File: src/rtl/div_unit.sv
// div_unit: multi-cycle radix-2 restoring divider for the execute stage.
//   Handles DIV (signed) and DIVU (unsigned). Each cycle produces one
//   quotient bit, so a non-zero divide takes WIDTH+2 edges from the edge
//   that samples start_i to ready_o. A zero divisor finishes in two edges
//   and returns zero.
//
// Ports:
//   clk          rising-edge clock
//   rst          asynchronous active-low reset
//   signed_div_i 1 = signed divide, 0 = unsigned; sampled at start
//   opdata1_i    dividend; sampled at start
//   opdata2_i    divisor; sampled at start
//   start_i      request, held high until ready_o has been seen
//   annul_i      abort an in-flight divide (pipeline flush)
//   result_o     {remainder, quotient}; valid while ready_o = 1
//   ready_o      result valid
module div_unit #(
  parameter int WIDTH = 32
) (
  input  logic               clk,
  input  logic               rst,
  input  logic               signed_div_i,
  input  logic [WIDTH-1:0]   opdata1_i,
  input  logic [WIDTH-1:0]   opdata2_i,
  input  logic               start_i,
  input  logic               annul_i,
  output logic [2*WIDTH-1:0] result_o,
  output logic               ready_o
);

  localparam int CNT_W = $clog2(WIDTH + 1);

  typedef enum logic [1:0] {
    ST_FREE   = 2'd0,
    ST_BYZERO = 2'd1,
    ST_ON     = 2'd2,
    ST_END    = 2'd3
  } state_t;

  state_t             state;
  logic [CNT_W-1:0]   cnt;
  // Upper bits hold the not-yet-consumed dividend, lower bits collect
  // quotient bits as the dividend shifts out the top.
  logic [WIDTH-1:0]   dividend;
  logic [WIDTH-1:0]   divisor;
  logic [WIDTH-1:0]   rem;
  logic               sign1;
  logic               sign2;
  logic               signed_mode;

  // Shifted partial remainder is WIDTH+1 bits so the trial compare
  // cannot overflow when the divisor has its top bit set.
  logic [WIDTH:0]     shifted;
  logic [WIDTH-1:0]   diff;
  logic               fits;

  // Magnitude of a two's-complement value; the most negative value maps
  // onto itself, which is its correct unsigned magnitude.
  function automatic logic [WIDTH-1:0] magnitude(input logic [WIDTH-1:0] v,
                                                 input logic             sgn);
    return (sgn && v[WIDTH-1]) ? -v : v;
  endfunction

  function automatic logic [WIDTH-1:0] negate_if(input logic [WIDTH-1:0] v,
                                                 input logic             neg);
    return neg ? -v : v;
  endfunction

  always_comb begin
    shifted = {rem, dividend[WIDTH-1]};
    fits    = (shifted >= {1'b0, divisor});
    // Only used when fits, where the true difference is below 2^WIDTH.
    diff    = shifted[WIDTH-1:0] - divisor;
  end

  always_ff @(posedge clk or negedge rst) begin
    if (!rst) begin
      state       <= ST_FREE;
      cnt         <= '0;
      dividend    <= '0;
      divisor     <= '0;
      rem         <= '0;
      sign1       <= 1'b0;
      sign2       <= 1'b0;
      signed_mode <= 1'b0;
      ready_o     <= 1'b0;
      result_o    <= '0;
    end else begin
      case (state)
        ST_FREE: begin
          ready_o  <= 1'b0;
          result_o <= '0;
          if (start_i && !annul_i) begin
            if (opdata2_i == '0) begin
              state <= ST_BYZERO;
            end else begin
              state       <= ST_ON;
              cnt         <= '0;
              rem         <= '0;
              dividend    <= magnitude(opdata1_i, signed_div_i);
              divisor     <= magnitude(opdata2_i, signed_div_i);
              sign1       <= opdata1_i[WIDTH-1];
              sign2       <= opdata2_i[WIDTH-1];
              signed_mode <= signed_div_i;
            end
          end
        end

        ST_BYZERO: begin
          state    <= ST_END;
          result_o <= '0;
          ready_o  <= 1'b1;
        end

        ST_ON: begin
          if (annul_i) begin
            state    <= ST_FREE;
            ready_o  <= 1'b0;
            result_o <= '0;
            cnt      <= '0;
          end else if (cnt != CNT_W'(WIDTH)) begin
            rem      <= fits ? diff : shifted[WIDTH-1:0];
            dividend <= {dividend[WIDTH-2:0], fits};
            cnt      <= cnt + CNT_W'(1);
          end else begin
            // Remainder takes the dividend's sign; quotient is negative
            // when the operand signs differ.
            result_o <= {negate_if(rem,      signed_mode & sign1),
                         negate_if(dividend, signed_mode & (sign1 ^ sign2))};
            ready_o  <= 1'b1;
            state    <= ST_END;
          end
        end

        ST_END: begin
          if (!start_i) begin
            state    <= ST_FREE;
            ready_o  <= 1'b0;
            result_o <= '0;
          end
        end

        default: begin
          state    <= ST_FREE;
          ready_o  <= 1'b0;
          result_o <= '0;
        end
      endcase
    end
  end

endmodule

File: config.mk
export PLATFORM = sky130hd
export DESIGN_NAME = div_unit
export DESIGN_NICKNAME = d
export VERILOG_FILES = /design/src/rtl/div_unit.sv
export SDC_FILE = /design/constraint.sdc
export NUM_CORES = 1
export LEC_CHECK = 0
export CORE_MARGIN = 2
export CORE_UTILIZATION = 52
export DETAILED_ROUTE_END_ITERATION = 16
export PLACE_DENSITY_LB_ADDON = 0.05
export SYNTH_ARGS = -nofsm -noshare
export SYNTH_HDL_FRONTEND = slang
export SYNTH_SLANG_ARGS = --single-unit
File: constraint.sdc
create_clock -name clk -period 2.81 [get_ports clk]
set_input_delay 0.843 -clock clk [delete_from_list [all_inputs] [get_ports clk]]
set_output_delay 0.843 -clock clk [all_outputs]
set_load 0.02 [all_outputs]
==> run_results.csv <==
group,metric,value,unit
route,met1Wirelength,15800,um
global_route,grt_max_degree,67,
floorplanning,rows,54,
pwr,switching_power,5.29,mW
worst_setup_path,reg2reg_from,"rem[0]$_DFFE_PN0P_",
clock_tree,cts.path.max_buffers,2,
timing,min_period,2.89,ns
global_route,grt_usage,0.294,
worst_setup_path,crit_arrival,3.22,ns
placement,dp_hpwl,24600,um
synthesis,ys_seq_area_frac,0.379,
floorplanning,fp.coreArea,21600,um^2
timing,slew_headroom,0.361,
worst_setup_path,reg2reg_to,"rem[6]$_DFFE_PN0P_",
worst_setup_path,required,3.13,ns
synthesis,yosys_register_bits,172,
floorplanning,initial_core_util,0.526,
placement,io_buffer_count,133,
clock_tree,hold_buffers,0,
clock_tree,cts_buffers,17,
layout,area_growth_syn_to_layout,42.7,%
timing,clock_skew,0.0126,ns
route,wl_met2,16800,um
flow_run,maxCapViolCount,0,
pwr,peakVddDrop,0.708,mV
layout,fillerInstances,1649,
route,drt_pass1_iterations,7,
layout,antenna_cells,0,
global_route,grt_pass1_wl,55500,um
status,failed_checks,"setup timing",
worst_setup_path,cp_max_fo,6,
floorplanning,die_y,152,um
timing,rsz0062_at_grt,"true",
floorplanning,pin_count,134,
timing,fmax,346,MHz
worst_setup_path,regToRegSetupSlack,-0.08,ns
synthesis,ys_types,64,
layout,seq_area,4300,um^2
pwr,power_frac_comb,0.523,
global_route,antenna_found_initial,0,
clock_tree,clock_sinks,172,
clock_tree,htree_levels,4,
clock_tree,cts_tree,"yes",
pwr,switching_share,0.423,
synthesis,synth_edf_count,0,
global_route,grt_overflow,0,
layout,final_area,16200,um^2
timing,setup_viol_count_final,30,
route,drc,0,
layout,nNetsFinal,1828,
floorplanning,die_w,152,um
route,highest_layer,"met4",
global_route,grt_pass1_vias,10900,
route,wl,35400,um
timing,whs,0.360,ns
placement,placed_cell_area,14400,um^2
status,status,"finished with violations",
timing,post-route-period-util,1.03,
worst_setup_path,reg2reg_depth,12,
clock_tree,clk-insertion-delay-late,0.44,ns
pwr,clkPwrFrac,0.196,
worst_setup_path,critPathCaptureType,"flop",
timing,fin_ws,-0.0823,ns
layout,drive_gt1_frac,0.243,
route,wl_per_cell,17.6,um
timing,drv_slew,0,
synthesis,syn_avg_cell_area,8.19,um^2
placement,routabilityCongestion,0.936,
worst_setup_path,crit_type,"reg2reg",
layout,multiInputGateArea,7270,um^2
clock_tree,cts_root_buf,"clkbuf_16",
synthesis,synth_cells,1388,
timing,timing.final.hold_violations,0,
route,wl_met3,1810,um
route,antenna_left,0,
synthesis,synth_nets,1500,
pwr,pwr-share-seq,0.281,
clock_tree,clkSlewWorstSetupHoldPaths,0.07,ns
synthesis,syn-cell-area,11400,um^2
synthesis,ys_async_sr_fraction,1.00,
synthesis,synth.yosys.warnings,0,
floorplanning,die_area,23100,um^2
pwr,internal_power,7.21,mW
worst_setup_path,crit_path_start_kind,"flop",
timing,worstMarginPinSlew,0.955,ns
route,via_per_inst,5.69,
pwr,cellPowerDensity,771,nW/um^2
synthesis,ys.flop_type,"dfrtp_1",
min_path,min-delay-path-class,"in2async",
pwr,p_leak,7.07,nW
route,drt_iter0_markers,884,
route,vias,11400,
## how the worst max path moves through the flow
stage                       startpoint                       end  cells past startpoint
finish              rem[0]$_DFFE_PN0P_        rem[6]$_DFFE_PN0P_                     12
detailed placement       opdata2_i[17]        rem[1]$_DFFE_PN0P_                     10
floorplan                opdata2_i[17]  dividend[26]$_DFFE_PN0P_                     11
CTS                       opdata2_i[6]       rem[30]$_DFFE_PN0P_                     11
global route        rem[0]$_DFFE_PN0P_        rem[8]$_DFFE_PN0P_                     12
global placement         opdata2_i[17]        rem[1]$_DFFE_PN0P_                     10
## cell usage in the layout, fill, tap and decap left out, types with 23 or more instances in the layout
| cell type | count |
|---|---|
| mux2i_1 | 31 |
| nor3_1 | 23 |
| dfrtp_1 | 172 |
| inv_1 | 55 |
| clkdlybuf4s50_1 | 100 |
| a21oi_1 | 106 |
| xor2_1 | 60 |
| nor2_1 | 112 |
| nand2_1 | 178 |
| xnor2_1 | 81 |
| o21ai_0 | 118 |
| o21ai_1 | 61 |
| ha_1 | 35 |
| buf_4 | 209 |
## cells in the mapped netlist, drive strengths merged, types with 2 or more instances
master   count  area share
nor3        28       0.012
nor2       118       0.039
nor4        22       0.015
o22ai        2      0.0011
xor2        60       0.046
and3        11      0.0061
a22o         3      0.0023
xnor2       82       0.063
and2         9      0.0050
o311ai       3      0.0023
nand3       21      0.0092
a211oi       3      0.0020
buf         16      0.0083
mux2         3      0.0030
a21oi      117       0.052
nand2      203       0.067
nand2b       9      0.0050
o2111ai      3      0.0023
o221ai       3      0.0023
a221oi       4      0.0031
mux2i       33       0.029
nor2b        5      0.0028
o31ai       12      0.0079
o31a         3      0.0023
nand4        7      0.0039
a31oi       12      0.0066
dfrtp      172        0.38
or4          9      0.0059
clkbuf      54       0.018
inv         60       0.020
o21a         3      0.0020
o211ai       3      0.0020
o41ai       12       0.011
o21ai      195       0.086
o21bai       3      0.0020
a21o         9      0.0059
ha          42       0.046
or3         15      0.0083
## power groups by stage
| stage | clock [mW] | sequential, mW | combinational, mW |
|---|---|---|---|
| final | 2.45 | 3.51 | 6.54 |
| after global routing | 2.58 | 3.59 | 7.09 |
| after CTS | 2.45 | 3.45 | 6.01 |
| after detailed placement | 0 | 3.50 | 5.34 |
| after global placement | 0 | 3.47 | 5.26 |
| after floorplan | 0 | 3.36 | 3.64 |
## critical path: stages (launching register included)
cell	delay, ns
dfrtp_1	0.45
ha_4	0.30
nor2b_4	0.16
o2111ai_2	0.14
a31o_4	0.30
a21oi_4	0.16
o31a_1	0.21
a31oi_2	0.12
o211ai_1	0.28
buf_4	0.25
buf_12	0.13
mux2i_1	0.20
o21ai_1	0.07
## area by class of cell
cell class / count / share of cell area
Multi-Input combinational cell: 1087 / 0.448
Sequential cell: 172 / 0.265
Timing Repair Buffer: 378 / 0.215
Clock buffer: 18 / 0.0265
Tap cell: 280 / 0.0216
Inverter: 60 / 0.0139
Clock inverter: 14 / 0.00988
## stage by stage
| stage | power [mW] | setup slack, ns | instances | TNS (ns) | util |
|---|---|---|---|---|---|
| 2_1_floorplan | 7.01 | -0.0819 | 1388 | -3.84 | - |
| 3_3_place_gp | 8.73 | -0.698 | 1930 | -61.08 | 0.668 |
| 3_5_place_dp | 8.84 | -0.806 | 1930 | -69.06 | 0.668 |
| 4_1_cts | 11.9 | -0.00753 | 1994 | -0.0214 | 0.723 |
| 5_1_grt | 13.3 | -0.178 | 2009 | -5.48 | 0.750 |
| 6_report | 12.5 | -0.0823 | 2009 | -0.843 | 0.750 |
## per-layer routing
layer  up-vias  global-route usage
met5         -                   0
met4         0               0.101
met3        66              0.0368
met2       405               0.480
met1      5455               0.407
li1       5500                   -
## state kept, by name, indices dropped and copies added (netlist names)
register and flops:
sign1 1, state 2, divisor 32, result_o 64
dividend 32, rem 32, ready_o 1, sign2 1
cnt 6, signed_mode 1
## logic make-up (layout without fill, tap and decap cells)
| group | after synthesis | count (layout) | share of synthesized area |
|---|---|---|---|
| AND/OR/NAND/NOR | 466 | 467 | 0.186 |
| AO/OA/AOI/OAI | 399 | 399 | 0.200 |
| adder cells (fa/ha/maj) | 43 | 43 | 0.0480 |
| multiplexers | 36 | 36 | 0.0320 |
| XOR/XNOR | 142 | 142 | 0.109 |
| flip-flops | 172 | 172 | 0.379 |
| buffers and inverters | 130 | 470 | 0.0459 |
## repair_timing
item | in CTS | in global routing
resized for setup | 88 | 138
pin swaps | 30 | 56
setup endpoints to repair | 104 | 82
gates cloned | 6 | 4
buffers inserted | 26 | 18
Power figures use the tool's default switching activity.
